$ cat src/rtl/toy_bus_pkg.sv
// toy_bus_pkg: shared toy bus payload widths and request/ack payload structs
package toy_bus_pkg;
    localparam int ADDR_W = 32;
    localparam int DATA_W = 32;
    localparam int STRB_W = 4;
    localparam int OP_W   = 1;
    localparam int ID_W   = 4;

    typedef struct packed {
        logic [ADDR_W-1:0] addr;
        logic [STRB_W-1:0] strb;
        logic [DATA_W-1:0] data;
        logic [OP_W-1:0]   opcode;
        logic [ID_W-1:0]   src_id;
        logic [ID_W-1:0]   tgt_id;
    } toy_bus_req_t;

    typedef struct packed {
        logic [OP_W-1:0]   opcode;
        logic [DATA_W-1:0] data;
        logic [ID_W-1:0]   src_id;
        logic [ID_W-1:0]   tgt_id;
    } toy_bus_ack_t;
endpackage

$ cat src/rtl/toy_bus_rr_arb2.sv
// toy_bus_rr_arb2: 2-way round-robin arbiter, priority flips to the other port after each advance
module toy_bus_rr_arb2 (
    input  logic       clk,
    input  logic       rst_n,
    input  logic [1:0] req,
    input  logic       adv,
    output logic [1:0] grant
);
    logic prio;

    always_comb grant = (req == 2'b11) ? (prio ? 2'b10 : 2'b01) : req;

    always_ff @(posedge clk or negedge rst_n)
        if (!rst_n)
            prio <= 1'b0;
        else if (adv)
            prio <= grant[0];
endmodule

$ cat src/rtl/toy_bus_dmrg2ch.sv
// toy_bus_dmrg2ch: 2-initiator toy bus merge with one-entry request slice, per-port outstanding limit and ack demux
module toy_bus_dmrg2ch import toy_bus_pkg::*; #(
    parameter logic [ID_W-1:0] IN0_ID  = 4'd0,
    parameter logic [ID_W-1:0] IN1_ID  = 4'd1,
    parameter int              MAX_OST = 4
) (
    input  logic              clk,
    input  logic              rst_n,
    input  logic              in0_req_vld,
    output logic              in0_req_rdy,
    input  logic [ADDR_W-1:0] in0_req_addr,
    input  logic [STRB_W-1:0] in0_req_strb,
    input  logic [DATA_W-1:0] in0_req_data,
    input  logic [OP_W-1:0]   in0_req_opcode,
    input  logic [ID_W-1:0]   in0_req_src_id,
    input  logic [ID_W-1:0]   in0_req_tgt_id,
    output logic              in0_ack_vld,
    input  logic              in0_ack_rdy,
    output logic [OP_W-1:0]   in0_ack_opcode,
    output logic [DATA_W-1:0] in0_ack_data,
    output logic [ID_W-1:0]   in0_ack_src_id,
    output logic [ID_W-1:0]   in0_ack_tgt_id,
    input  logic              in1_req_vld,
    output logic              in1_req_rdy,
    input  logic [ADDR_W-1:0] in1_req_addr,
    input  logic [STRB_W-1:0] in1_req_strb,
    input  logic [DATA_W-1:0] in1_req_data,
    input  logic [OP_W-1:0]   in1_req_opcode,
    input  logic [ID_W-1:0]   in1_req_src_id,
    input  logic [ID_W-1:0]   in1_req_tgt_id,
    output logic              in1_ack_vld,
    input  logic              in1_ack_rdy,
    output logic [OP_W-1:0]   in1_ack_opcode,
    output logic [DATA_W-1:0] in1_ack_data,
    output logic [ID_W-1:0]   in1_ack_src_id,
    output logic [ID_W-1:0]   in1_ack_tgt_id,
    output logic              out_req_vld,
    input  logic              out_req_rdy,
    output logic [ADDR_W-1:0] out_req_addr,
    output logic [STRB_W-1:0] out_req_strb,
    output logic [DATA_W-1:0] out_req_data,
    output logic [OP_W-1:0]   out_req_opcode,
    output logic [ID_W-1:0]   out_req_src_id,
    output logic [ID_W-1:0]   out_req_tgt_id,
    input  logic              out_ack_vld,
    output logic              out_ack_rdy,
    input  logic [OP_W-1:0]   out_ack_opcode,
    input  logic [DATA_W-1:0] out_ack_data,
    input  logic [ID_W-1:0]   out_ack_src_id,
    input  logic [ID_W-1:0]   out_ack_tgt_id,
    output logic              err_unmapped
);
    localparam int CW = $clog2(MAX_OST + 1);

    toy_bus_req_t   req0, req1, slot_q;
    logic           slot_vld_q, slot_accept, load;
    logic [1:0]     req_vld, eligible, grant, req_hs, ack_hs, cnt_zero;
    logic           sel0, sel1, unmapped;
    logic [CW-1:0]  ost_cnt [2];

    assign req0 = '{addr: in0_req_addr, strb: in0_req_strb, data: in0_req_data,
                    opcode: in0_req_opcode, src_id: in0_req_src_id, tgt_id: in0_req_tgt_id};
    assign req1 = '{addr: in1_req_addr, strb: in1_req_strb, data: in1_req_data,
                    opcode: in1_req_opcode, src_id: in1_req_src_id, tgt_id: in1_req_tgt_id};
    assign req_vld = {in1_req_vld, in0_req_vld};

    toy_bus_rr_arb2 u_arb (
        .clk   (clk),
        .rst_n (rst_n),
        .req   (eligible),
        .adv   (load),
        .grant (grant)
    );

    // rst_n gating keeps rdy low while reset is held, even though the empty slot would accept
    assign slot_accept = (~slot_vld_q | out_req_rdy) & rst_n;
    assign in0_req_rdy = grant[0] & slot_accept;
    assign in1_req_rdy = grant[1] & slot_accept;
    assign req_hs      = {in1_req_vld & in1_req_rdy, in0_req_vld & in0_req_rdy};
    assign load        = |req_hs;

    always_ff @(posedge clk or negedge rst_n)
        if (!rst_n) begin
            slot_vld_q <= 1'b0;
            slot_q     <= '0;
        end else if (load) begin
            slot_vld_q <= 1'b1;
            slot_q     <= grant[1] ? req1 : req0;
        end else if (out_req_rdy) begin
            slot_vld_q <= 1'b0;
        end

    assign out_req_vld    = slot_vld_q;
    assign out_req_addr   = slot_q.addr;
    assign out_req_strb   = slot_q.strb;
    assign out_req_data   = slot_q.data;
    assign out_req_opcode = slot_q.opcode;
    assign out_req_src_id = slot_q.src_id;
    assign out_req_tgt_id = slot_q.tgt_id;

    assign sel0     = out_ack_tgt_id == IN0_ID;
    assign sel1     = out_ack_tgt_id == IN1_ID;
    assign unmapped = ~sel0 & ~sel1;

    assign in0_ack_vld    = out_ack_vld & sel0;
    assign in1_ack_vld    = out_ack_vld & sel1;
    assign out_ack_rdy    = sel0 ? in0_ack_rdy : sel1 ? in1_ack_rdy : 1'b1;
    assign in0_ack_opcode = out_ack_opcode;
    assign in0_ack_data   = out_ack_data;
    assign in0_ack_src_id = out_ack_src_id;
    assign in0_ack_tgt_id = out_ack_tgt_id;
    assign in1_ack_opcode = out_ack_opcode;
    assign in1_ack_data   = out_ack_data;
    assign in1_ack_src_id = out_ack_src_id;
    assign in1_ack_tgt_id = out_ack_tgt_id;
    assign ack_hs         = {in1_ack_vld & in1_ack_rdy, in0_ack_vld & in0_ack_rdy};

    for (genvar i = 0; i < 2; i++) begin : g_ost
        assign cnt_zero[i] = ost_cnt[i] == '0;
        assign eligible[i] = req_vld[i] & (ost_cnt[i] < CW'(MAX_OST));
        // an ack with nothing outstanding is forwarded but must not wrap the counter
        always_ff @(posedge clk or negedge rst_n)
            if (!rst_n)
                ost_cnt[i] <= '0;
            else
                ost_cnt[i] <= ost_cnt[i] + CW'(req_hs[i]) - CW'(ack_hs[i] & ~cnt_zero[i]);
    end

    always_ff @(posedge clk or negedge rst_n)
        if (!rst_n)
            err_unmapped <= 1'b0;
        else if ((out_ack_vld & unmapped) | |(ack_hs & cnt_zero))
            err_unmapped <= 1'b1;
endmodule

$ cat config.mk
export PLATFORM = sky130hd
export DESIGN_NAME = toy_bus_dmrg2ch
export DESIGN_NICKNAME = d
export VERILOG_FILES = /design/src/rtl/toy_bus_pkg.sv /design/src/rtl/toy_bus_rr_arb2.sv /design/src/rtl/toy_bus_dmrg2ch.sv
export SDC_FILE = /design/constraint.sdc
export NUM_CORES = 1
export LEC_CHECK = 0
export ABC_AREA = 0
export BUFFER_PORTS_ARGS = -buffer_cell sky130_fd_sc_hd__buf_2
export CAP_MARGIN = 20
export CORE_AREA = 3 3 143 145
export DETAILED_ROUTE_END_ITERATION = 12
export DIE_AREA = 0 0 146 148
export GPL_TIMING_DRIVEN = 0
export PLACE_DENSITY = 0.65
export SLEW_MARGIN = 0
export SYNTH_ARGS = -nofsm -noshare
export SYNTH_HDL_FRONTEND = slang
export SYNTH_SLANG_ARGS = --single-unit
export TNS_END_PERCENT = 100
$ cat constraint.sdc
create_clock -name clk -period 5.4 [get_ports clk]
set_clock_uncertainty 0.05 [all_clocks]
set_input_delay 0.27 -clock clk [delete_from_list [all_inputs] [get_ports clk]]
set_output_delay 0.27 -clock clk [all_outputs]
set_load 0.03 [all_outputs]
Word-level counts from Yosys, hierarchy flattened
Index checks and enable logic that the tools add are counted.
{"block": "word_totals", "register_bits": 86}
{"block": "op_classes", "n_eq_ne": 2, "n_addsub": 4, "order_cmp": 2, "n_reduce_logical": 6, "n_mux": 7, "n_bitwise": 23}
{"cell": "$mux W77", "count": 1}
{"cell": "$and A1 B1 Y1", "count": 13}
{"cell": "$add A3 B1 Y3", "count": 2}
{"cell": "$and A1 B3 Y3", "count": 2}
{"cell": "$logic_not A3 Y1", "count": 2}
{"cell": "$lt A3 B3 Y1 const B", "count": 2}
{"cell": "$not A1 Y3", "count": 2}
{"cell": "$sub A3 B3 Y3", "count": 2}
{"cell": "$eq A4 B1 Y1 const B", "count": 1}
{"cell": "$logic_not A4 Y1", "count": 1}
{"cell": "$mux W1", "count": 4}
{"cell": "$mux W2", "count": 2}
{"cell": "$reduce_or A2 Y1", "count": 2}
{"cell": "$not A1 Y1", "count": 3}
{"cell": "$and A2 B2 Y2", "count": 1}
{"cell": "$eq A2 B2 Y1 const B", "count": 1}
{"cell": "$or A1 B1 Y1", "count": 2}
{"cell": "$reduce_bool A2 Y1", "count": 1}

Logic depth before layout (Yosys ltp)
Gate-level depths: netlist of the first run.
{"block": "logic_depth", "depth_word": 8, "ltp_mapped": 11, "ltp_nobuf": 10}

Hierarchy
From an unflattened synthesis of the first run, not the netlist that was laid out.
{"block": "hier_totals", "hier_cells": 481, "area_unflattened_um2": 4869.7}
{"mod": "toy_bus_dmrg2ch", "seq_area_each_um2": 2127.0, "area_each_um2": 4807.1, "instances": 1, "cells_each": 476}
{"mod": "toy_bus_rr_arb2", "seq_area_each_um2": 25.0, "area_each_um2": 62.6, "instances": 1, "cells_each": 5}

Worst setup path before layout of the first run
No wires, ideal clock.
{"block": "synth_timing", "path_kind": "register to register", "start": "reg slot_vld_q (netlist: out_req_vld)", "end": "reg ost_cnt[5] (netlist name)", "arrival_ns": 2.139, "path_slack_ns": 3.087, "required_time_ns": 5.226, "path_stages_with_launch": 9, "period_less_slack_ns": 2.313, "setup_ns": 0.124, "path_buffers": 1, "cell_sequence": "dfrtp_1 nor2b_4 nor4_4 buf_2 ha_1 inv_1 fa_1 xnor2_1 xnor2_1"}
{"block": "synth_between", "elab_chain_cells": 7}
{"item": "start, declared", "line": "toy_bus_dmrg2ch.sv:56", "rtl": "logic slot_vld_q, slot_accept, load;"}
{"item": "start signal, assigned", "line": "toy_bus_dmrg2ch.sv:84", "rtl": "slot_vld_q <= 1'b0;"}
{"item": "start signal, assigned", "line": "toy_bus_dmrg2ch.sv:87", "rtl": "slot_vld_q <= 1'b1;"}
{"item": "start signal, assigned", "line": "toy_bus_dmrg2ch.sv:90", "rtl": "slot_vld_q <= 1'b0;"}
{"item": "$not A1 Y1", "line": "toy_bus_dmrg2ch.sv:76", "rtl": "assign slot_accept = (~slot_vld_q | out_req_rdy) & rst_n;"}
{"item": "$or A1 B1 Y1", "line": "toy_bus_dmrg2ch.sv:76"}
{"item": "$and A1 B1 Y1", "line": "toy_bus_dmrg2ch.sv:76"}
{"item": "$and A1 B1 Y1", "line": "toy_bus_dmrg2ch.sv:77", "rtl": "assign in0_req_rdy = grant[0] & slot_accept;"}
{"item": "$and A1 B1 Y1", "line": "toy_bus_dmrg2ch.sv:79", "rtl": "assign req_hs = {in1_req_vld & in1_req_rdy, in0_req_vld & in0_req_rdy};"}
{"item": "$add A3 B1 Y3", "line": "toy_bus_dmrg2ch.sv:126", "rtl": "ost_cnt[i] <= ost_cnt[i] + CW'(req_hs[i]) - CW'(ack_hs[i] & ~cnt_zero[i]);"}
{"item": "$sub A3 B3 Y3", "line": "toy_bus_dmrg2ch.sv:126"}
{"item": "end signal, assigned by index", "line": "toy_bus_dmrg2ch.sv:126"}
{"item": "end, declared", "line": "toy_bus_dmrg2ch.sv:59", "rtl": "logic [CW-1:0] ost_cnt [2];"}
Every way passes these cells.
A chain may end at the register's enable or synchronous reset.

Worst setup path after layout of the first run
{"block": "layout_timing", "start": "in rst_n", "end": "reg ost_cnt[5] (netlist name)"}
{"block": "layout_between", "elab_chain_cells": 5}
{"item": "start, declared", "line": "toy_bus_dmrg2ch.sv:8", "rtl": "input logic rst_n,"}
{"item": "$and A1 B1 Y1", "line": "toy_bus_dmrg2ch.sv:76"}
{"item": "$and A1 B1 Y1", "line": "toy_bus_dmrg2ch.sv:77"}
{"item": "$and A1 B1 Y1", "line": "toy_bus_dmrg2ch.sv:79"}
{"item": "$add A3 B1 Y3", "line": "toy_bus_dmrg2ch.sv:126"}
{"item": "$sub A3 B3 Y3", "line": "toy_bus_dmrg2ch.sv:126"}
Every way passes these cells.

==> summary.md, run 1 <==
| Metric | Value |
|---|---|
| Fill count | `1995` |
| Post-CTS Hold Buffers | `1` |
| Clock insertion delay at the later pin of the skew report | `0.34 ns` |
| Die height | `148 µm` |
| Die X | `146 µm` |
| Critical path peak fanout | `49` |
| Root Driver | `clkbuf_16` |
| RSZ-0062 raised after global routing | `no` |
| Worst Path Required | `5.57 ns` |
| Top Ports | `around 370` |
| Synth top area cells | `dfrtp_1, buf_4, inv_1` |
| Peak supply drop | `0.198 mV` |
| Max-slew violation count | `0` |
| Slew headroom | `48.0%` |
| Share of cells above drive strength 1 | `52.4%` |
| Most used cell, CP | `xnor2_1` |
| Post-DP HPWL | `16.4 mm` |
| FF-to-FF End | `ost_cnt[5]` |
| Most frequent cell after synthesis | `inv_1` |
| Synth area leader | `dfrtp_1` |
| Vias in the first global route | `about 6000` |
| Worst hold path class | `input port to flip-flop` |
| Global-route wire length before repair | `about 33 mm` |
| Yosys warning total | `0` |
| Syn avg cell area | `9.06 µm²` |
| Ys flop type | `dfrtp_1` |
| Max stage delay on crit path | `0.67 ns` |
| Post-Synthesis Cells | `660` |
| R2R Setup Slk | `2.60 ns` |
| Crit path time final | `3.70 ns` |
| Post-CTS setup buffer count | `0` |
| Critical Path AT | `between 3 and 4 ns` |
| Full die area | `21600 µm²` |
| DRT antenna net count | `0` |
| Status | `complete, no violations` |
| Fin. Hold Viols | `0` |
| Pre-CTS worst setup slack | `1.76 ns` |
| Total GRT Usage | `19.0%` |
| Crit end category | `flip-flop` |
| Clock Pin Slew Worst Setup and Hold Paths | `approximately 0.060 ns` |
| Post-synthesis register bit count | `86` |
| Worst-path cell chain | `dlygate4sd3_1 -> buf_4 -> buf_16 -> inv_2 -> nor4_4 -> buf_2 -> ha_1 -> inv_1 -> fa_1 -> xnor2_1 -> xnor2_1` |
| Routed met2 length | `approximately 10 mm` |
| Input/output buffers | `about 330` |
| EDFF count, synth | `0` |
| Synth top area share | `36.0%` |
| Critical path class | `input port to flip-flop` |
| Core Footprint | `roughly 19000 µm²` |
| Fraction of registers with async set/reset | `100%` |
| Mean routed wirelength per cell | `16.8 µm` |
| CTS tree | `done` |
| CTS Buf Count | `9` |
| Post-synthesis sequential area ratio | `a little over a third` |
| Clk sinks | `86` |
| Metal-1 WL | `9.02 mm` |
| Final Setup Violations | `0` |
| Largest net degree at the start of global routing | `50` |
| Area Growth Syn to Fin | `39.0%` |
| Post-cts gate resize count | `0` |
| Dpl cell area | `8000 µm²` |
| Tcrit/Tclk final | `68.6%` |
| Clk buf depth | `2` |
| WHS Path Cells | `3` |
| Detailed Route Iter0 Violations | `159` |
| Netlist Area Pre-Place | `5980 µm²` |
| Vias per cell | `between 4 and 5` |
| # DRC | `0` |
| Worst min-delay path startpoint | `in0_req_data[5]` |
| F_max | `270 MHz` |
| H-tree level count | `3` |
| Final wirelength | `21.4 mm` |
| PwrDens | `464 nW/µm²` |
| Final RePlAce weighted congestion | `between 0.8 and 0.9` |
| Antenna diode count | `0` |
| Cell variety after synth | `34` |
| CP max-delay cell | `nor4_4` |
| Post-route setup TNS | `0 ns` |
| Worst setup path startpoint | `rst_n` |
| Initial Util | `30.9%` |
| DR top layer | `met5` |
| R2r worst-path depth | `9` |
| Reg-to-reg startpoint | `ost_cnt[2]` |
| First-pass detailed-route iteration total | `5` |
| Max Cap Viol | `0` |
| Overall power | `3.86 mW` |
| Leak Pwr | `4.43 nW` |
| Final instance area | `~8300 µm²` |
| Setup crit end | `ost_cnt[5]` |
| Startpoint Class | `input port` |
| Post-layout nets | `1213` |
| Final WS setup | `1.70 ns` |
| DR vias | `between 5000 and 6000` |
| Worst slew pin tran | `0.776 ns` |
| Met3 Wirelength | `around 1.6 mm` |
| Initial antenna violation count | `2` |
| Grt ovf | `0` |
| Floorplan row count | `51` |
| Top cells by count, synth | `inv_1, dfrtp_1, buf_4, nor4_1, a221oi_1` |
| Net Count, Synth | `869` |
| Util after Layout | `43.0%` |
==> final cells by class <==
class                      instances  area, µm²  area share [%]
clock buffer                      13        260            3.13
inverter                         165        619            7.45
buffer                           141        912            11.0
timing repair buffer             333       1700            20.4
clock inverter                     3       42.5           0.512
multi-input combinational        268       2300            27.6
tap                              265        332            3.99
sequential                        86       2150            25.9
==> power breakdown <==
part / internal (mW) / switching [mW] / leakage, nW / total, mW
logic: 0.719 / 1.37 / 3.35 / 2.09
clock network: 0.384 / 0.269 / 0.146 / 0.653
registers: 0.946 / 0.167 / 0.933 / 1.11
total: 2.05 / 1.81 / 4.43 / 3.86
==> routing by layer <==
metal,vias up,GRT usage [%]
met5,-,0
met1,2738,24.1
met4,4,5.55
met2,257,32.1
met3,30,4.69
li1,2884,-
==> worst max-delay path: cells and delay by family <==
family	cells	cell delay, ns
buf+inv	6	2.01
simple gates	1	0.67
fa+ha+maj	2	0.60
xor+xnor	2	0.27
==> layout by cell type (no fill, tap or decap), drive strengths merged <==
| cell type | netlist | routed |
|---|---|---|
| o21ai | 1 | 1 |
| a21oi | 1 | 1 |
| o21bai | 1 | 1 |
| dlygate4sd3 | 0 | 1 |
| bufinv | 0 | 1 |
| and3 | 1 | 1 |
| a41oi | 1 | 1 |
| dfrtp | 86 | 86 |
| and3b | 1 | 1 |
| nand2 | 3 | 3 |
| or3b | 77 | 77 |
| o41a | 1 | 1 |
| clkinvlp | 0 | 1 |
| nor3b | 2 | 2 |
| inv | 165 | 165 |
| nor4 | 81 | 81 |
| fa | 2 | 2 |
| nor2 | 1 | 1 |
| nor2b | 2 | 2 |
| nor3 | 4 | 4 |
| buf | 102 | 434 |
| a221oi | 77 | 77 |
| ha | 4 | 4 |
| clkbuf | 39 | 52 |
| xnor2 | 4 | 4 |
| a211o | 1 | 1 |
| nand2b | 3 | 3 |
| clkinv | 0 | 1 |
==> registers in the layout, summed over array words and instances, names as in the netlist <==
signal / flops
err_unmapped: 1
ost_cnt: 6
out_req_addr: 32
out_req_data: 32
out_req_opcode: 1
out_req_src_id: 4
out_req_strb: 4
out_req_tgt_id: 4
out_req_vld: 1
u_arb.prio: 1
==> metrics by stage <==
| stage | hold WS, ns | instances |
|---|---|---|
| 2_1_floorplan | -0.0756 | 660 |
| 5_1_grt | 0.108 | 1274 |
| 4_1_cts | 0.0970 | 1274 |
| 3_5_place_dp | 0.271 | 1257 |
| 3_3_place_gp | 0.425 | 1256 |
| 6_report | 0.113 | 1274 |
==> kinds of logic (layout without fill, tap and decap cells) <==
family | count (synthesis) | in the layout | share of synthesized area [%]
adder cells (fa/ha/maj) | 6 | 6 | 1.51
flip-flops | 86 | 86 | 36.0
AO/OA/AOI/OAI | 83 | 83 | 14.1
XOR/XNOR | 4 | 4 | 0.586
AND/OR/NAND/NOR | 175 | 175 | 22.2
buffers and inverters | 306 | 655 | 25.6
==> worst min-delay path by stage <==
stage / end / slack (ns)
after floorplan: err_unmapped / -0.08
after global placement: err_unmapped / 0.42
after detailed placement: out_req_data[0] / 0.27
after CTS: out_req_data[5] / 0.1
after global routing: out_req_data[5] / 0.11
final: out_req_data[5] / 0.11
No activity file was read; power rests on OpenSTA's default activity.
==> run 2, diff against run 1 <==
--- a/config.mk
+++ b/config.mk
@@ -8,11 +8,11 @@
 export ABC_AREA = 0
 export BUFFER_PORTS_ARGS = -buffer_cell sky130_fd_sc_hd__buf_2
 export CAP_MARGIN = 20
-export CORE_AREA = 3 3 143 145
+export CORE_AREA = 3 3 142 144
 export DETAILED_ROUTE_END_ITERATION = 12
-export DIE_AREA = 0 0 146 148
+export DIE_AREA = 0 0 145 147
 export GPL_TIMING_DRIVEN = 0
-export PLACE_DENSITY = 0.65
+export PLACE_DENSITY = 0.68
 export SLEW_MARGIN = 0
 export SYNTH_ARGS = -nofsm -noshare
 export SYNTH_HDL_FRONTEND = slang
==> constraint.sdc (replaced) <==
create_clock -name clk -period 3.05 [get_ports clk]
set_clock_uncertainty 0.05 [all_clocks]
set_input_delay 0.1525 -clock clk [delete_from_list [all_inputs] [get_ports clk]]
set_output_delay 0.1525 -clock clk [all_outputs]
set_load 0.03 [all_outputs]
==> run 2 against run 1 <==
Against the previous run: die area is 1.4% lower; global-route usage is 1.8 points higher; flip-flop and latch count stayed put; first-iteration DRC count is 26% higher; total power is 78% higher.
==> summary.md, run 2 (synthesis results as in run 1) <==
| Metric | Value |
|---|---|
| Tcrit/Tclk final | `94.8%` |
| Total GRT Usage | `about a fifth` |
| Seq pwr share | `28.8%` |
| Most common cell after layout, fill and taps aside | `buf_2` |
| Fin. Hold Viols | `0` |
| Max-slew violation count | `0` |
| Worst hold path class | `input port to flip-flop` |
| Critical path peak fanout | `10` |
| Root Driver | `clkbuf_16` |
| Vias per cell | `4.68` |
| Floorplan row count | `50` |
| Worst slew pin tran | `0.887 ns` |
| F_max | `346 MHz` |
| Max Cap Viol | `0` |
| Crit end category | `flip-flop` |
| Post-DP HPWL | `16.6 mm` |
| CTS Buf Count | `9` |
| Crit path time final | `2.89 ns` |
| Critical path class | `input port to flip-flop` |
| DRT antenna net count | `0` |
| Share of cells above drive strength 1 | `49.8%` |
| Util after Layout | `47.2%` |
| Internal | `3.63 mW` |
| Pre-CTS worst setup slack | `-0.399 ns` |
| Placed cells | `1252` |
| Post-layout nets | `1269` |
| H-tree level count | `3` |
| Input/output buffers | `about 330` |
| Grt ovf | `0` |
| Area Growth Syn to Fin | `48.7%` |
| Post-CTS setup buffer count | `0` |
| Final Setup Violations | `0` |
| Final wirelength | `22.5 mm` |
| Startpoint Class | `input port` |
| CTS tree | `done` |
| Die X | `roughly 150 µm` |
| Finished Layout Cells | `roughly 1300` |
| RSZ-0062 raised after global routing | `no` |
| Initial antenna violation count | `4` |
| Status | `complete, no violations` |
| Largest net degree at the start of global routing | `48` |
| Post-cts gate resize count | `0` |
| Fill count | `1834` |
| Leak Pwr | `4.68 nW` |
| DR vias | `roughly 6200` |
| Combinational power share | `55.4%` |
| Final RePlAce weighted congestion | `0.792` |
| Clk buf depth | `2` |
| Slew headroom | `40.6%` |
| First-pass detailed-route iteration total | `5` |
| # DRC | `0` |
| Clock power share | `between 15 and 20%` |
| Core Footprint | `18800 µm²` |
| Initial Util | `between 30% and 40%` |
| Clock insertion delay at the later pin of the skew report | `between 0.3 and 0.4 ns` |
| Global-route wire length before repair | `35.5 mm` |
| Top Ports | `369` |
| Die height | `approximately 150 µm` |
| Detailed Route Iter0 Violations | `201` |
| Full die area | `21300 µm²` |
| Vias in the first global route | `6455` |
| Worst Path Required | `3.27 ns` |
| PwrDens | `between 700 and 800 nW/µm²` |
| Peak supply drop | `0.382 mV` |
| Most frequent cells in the layout | `buf_2, inv_1, dfrtp_1` |
| Final WS setup | `0.158 ns` |
| Clk sinks | `86` |
| Mean routed wirelength per cell | `17.0 µm` |
| Critical Path AT | `3.11 ns` |
| Net Sw Frac | `47.2%` |
| Clock Pin Slew Worst Setup and Hold Paths | `0.06 ns` |
| P_sw | `3.24 mW` |
==> run 2: routing by layer <==
layer  routed length, µm  GRT usage [%]
met5                  27              0
met4                 478           7.03
met3                1410           4.53
met2               11200           35.4
met1                9400           26.2
==> run 2: through the flow <==
step                setup TNS (ns)  instance area (µm²)  hold slack [ns]  total power [mW]
floorplan                        0                 5980           -0.193              4.55
global placement            -79.21                 7960            0.353              5.66
detailed placement          -0.942                 7990            0.142              5.74
CTS                              0                 8890          0.00118              6.91
global route                     0                 8890          0.00584              7.31
finish                           0                 8890           0.0119              6.87
==> run 2: timing repair <==
item / 4_1_cts / 5_1_grt
hold buffers: 57 / 0
endpoints found under the setup margin: 1 / 0
hold endpoints to repair: 91 / 0
==> run 2: final timing paths <==
check,startpoint,endpoint,slack [ns],cells after the start
worst max-delay path,rst_n,ost_cnt[5],0.16,11
worst min-delay path,in0_req_data[14],out_req_data[14],0.01,3
worst max register to register,ost_cnt[2],ost_cnt[5],0.29,9
worst min register to register,err_unmapped,err_unmapped,0.45,2
max in group asynchronous,rst_n,out_req_addr[0],1.69,5
min in group asynchronous,rst_n,out_req_addr[17],0.43,4
==> run 2: power groups by stage <==
stage	combinational [mW]	sequential, mW	clock, mW
finish	3.80	1.98	1.09
global route	4.11	2.04	1.16
CTS	3.82	1.97	1.12
detailed placement	3.76	1.98	0
global placement	3.69	1.97	0
floorplan	1.62	2.93	0
==> run 2: area by class of cell <==
cell class | count | area [µm²] | share of cell area (%)
clock buffer | 16 | 282 | 3.17
antenna | 2 | 5.00 | 0.0563
tap | 260 | 325 | 3.66
buffer | 141 | 912 | 10.3
sequential | 86 | 2150 | 24.2
multi-input combinational | 268 | 2300 | 25.8
timing repair buffer | 389 | 2300 | 25.9
inverter | 165 | 619 | 6.96
==> run 2: worst max-delay path, cell delays in order <==
cell and delay (ns):
dlygate4sd3_1 0.53, buf_4 0.16, buf_16 0.12, inv_2 0.14, nor4_4 0.62, buf_2 0.44
ha_1 0.21, inv_1 0.05, fa_1 0.37, xnor2_1 0.18, xnor2_1 0.13
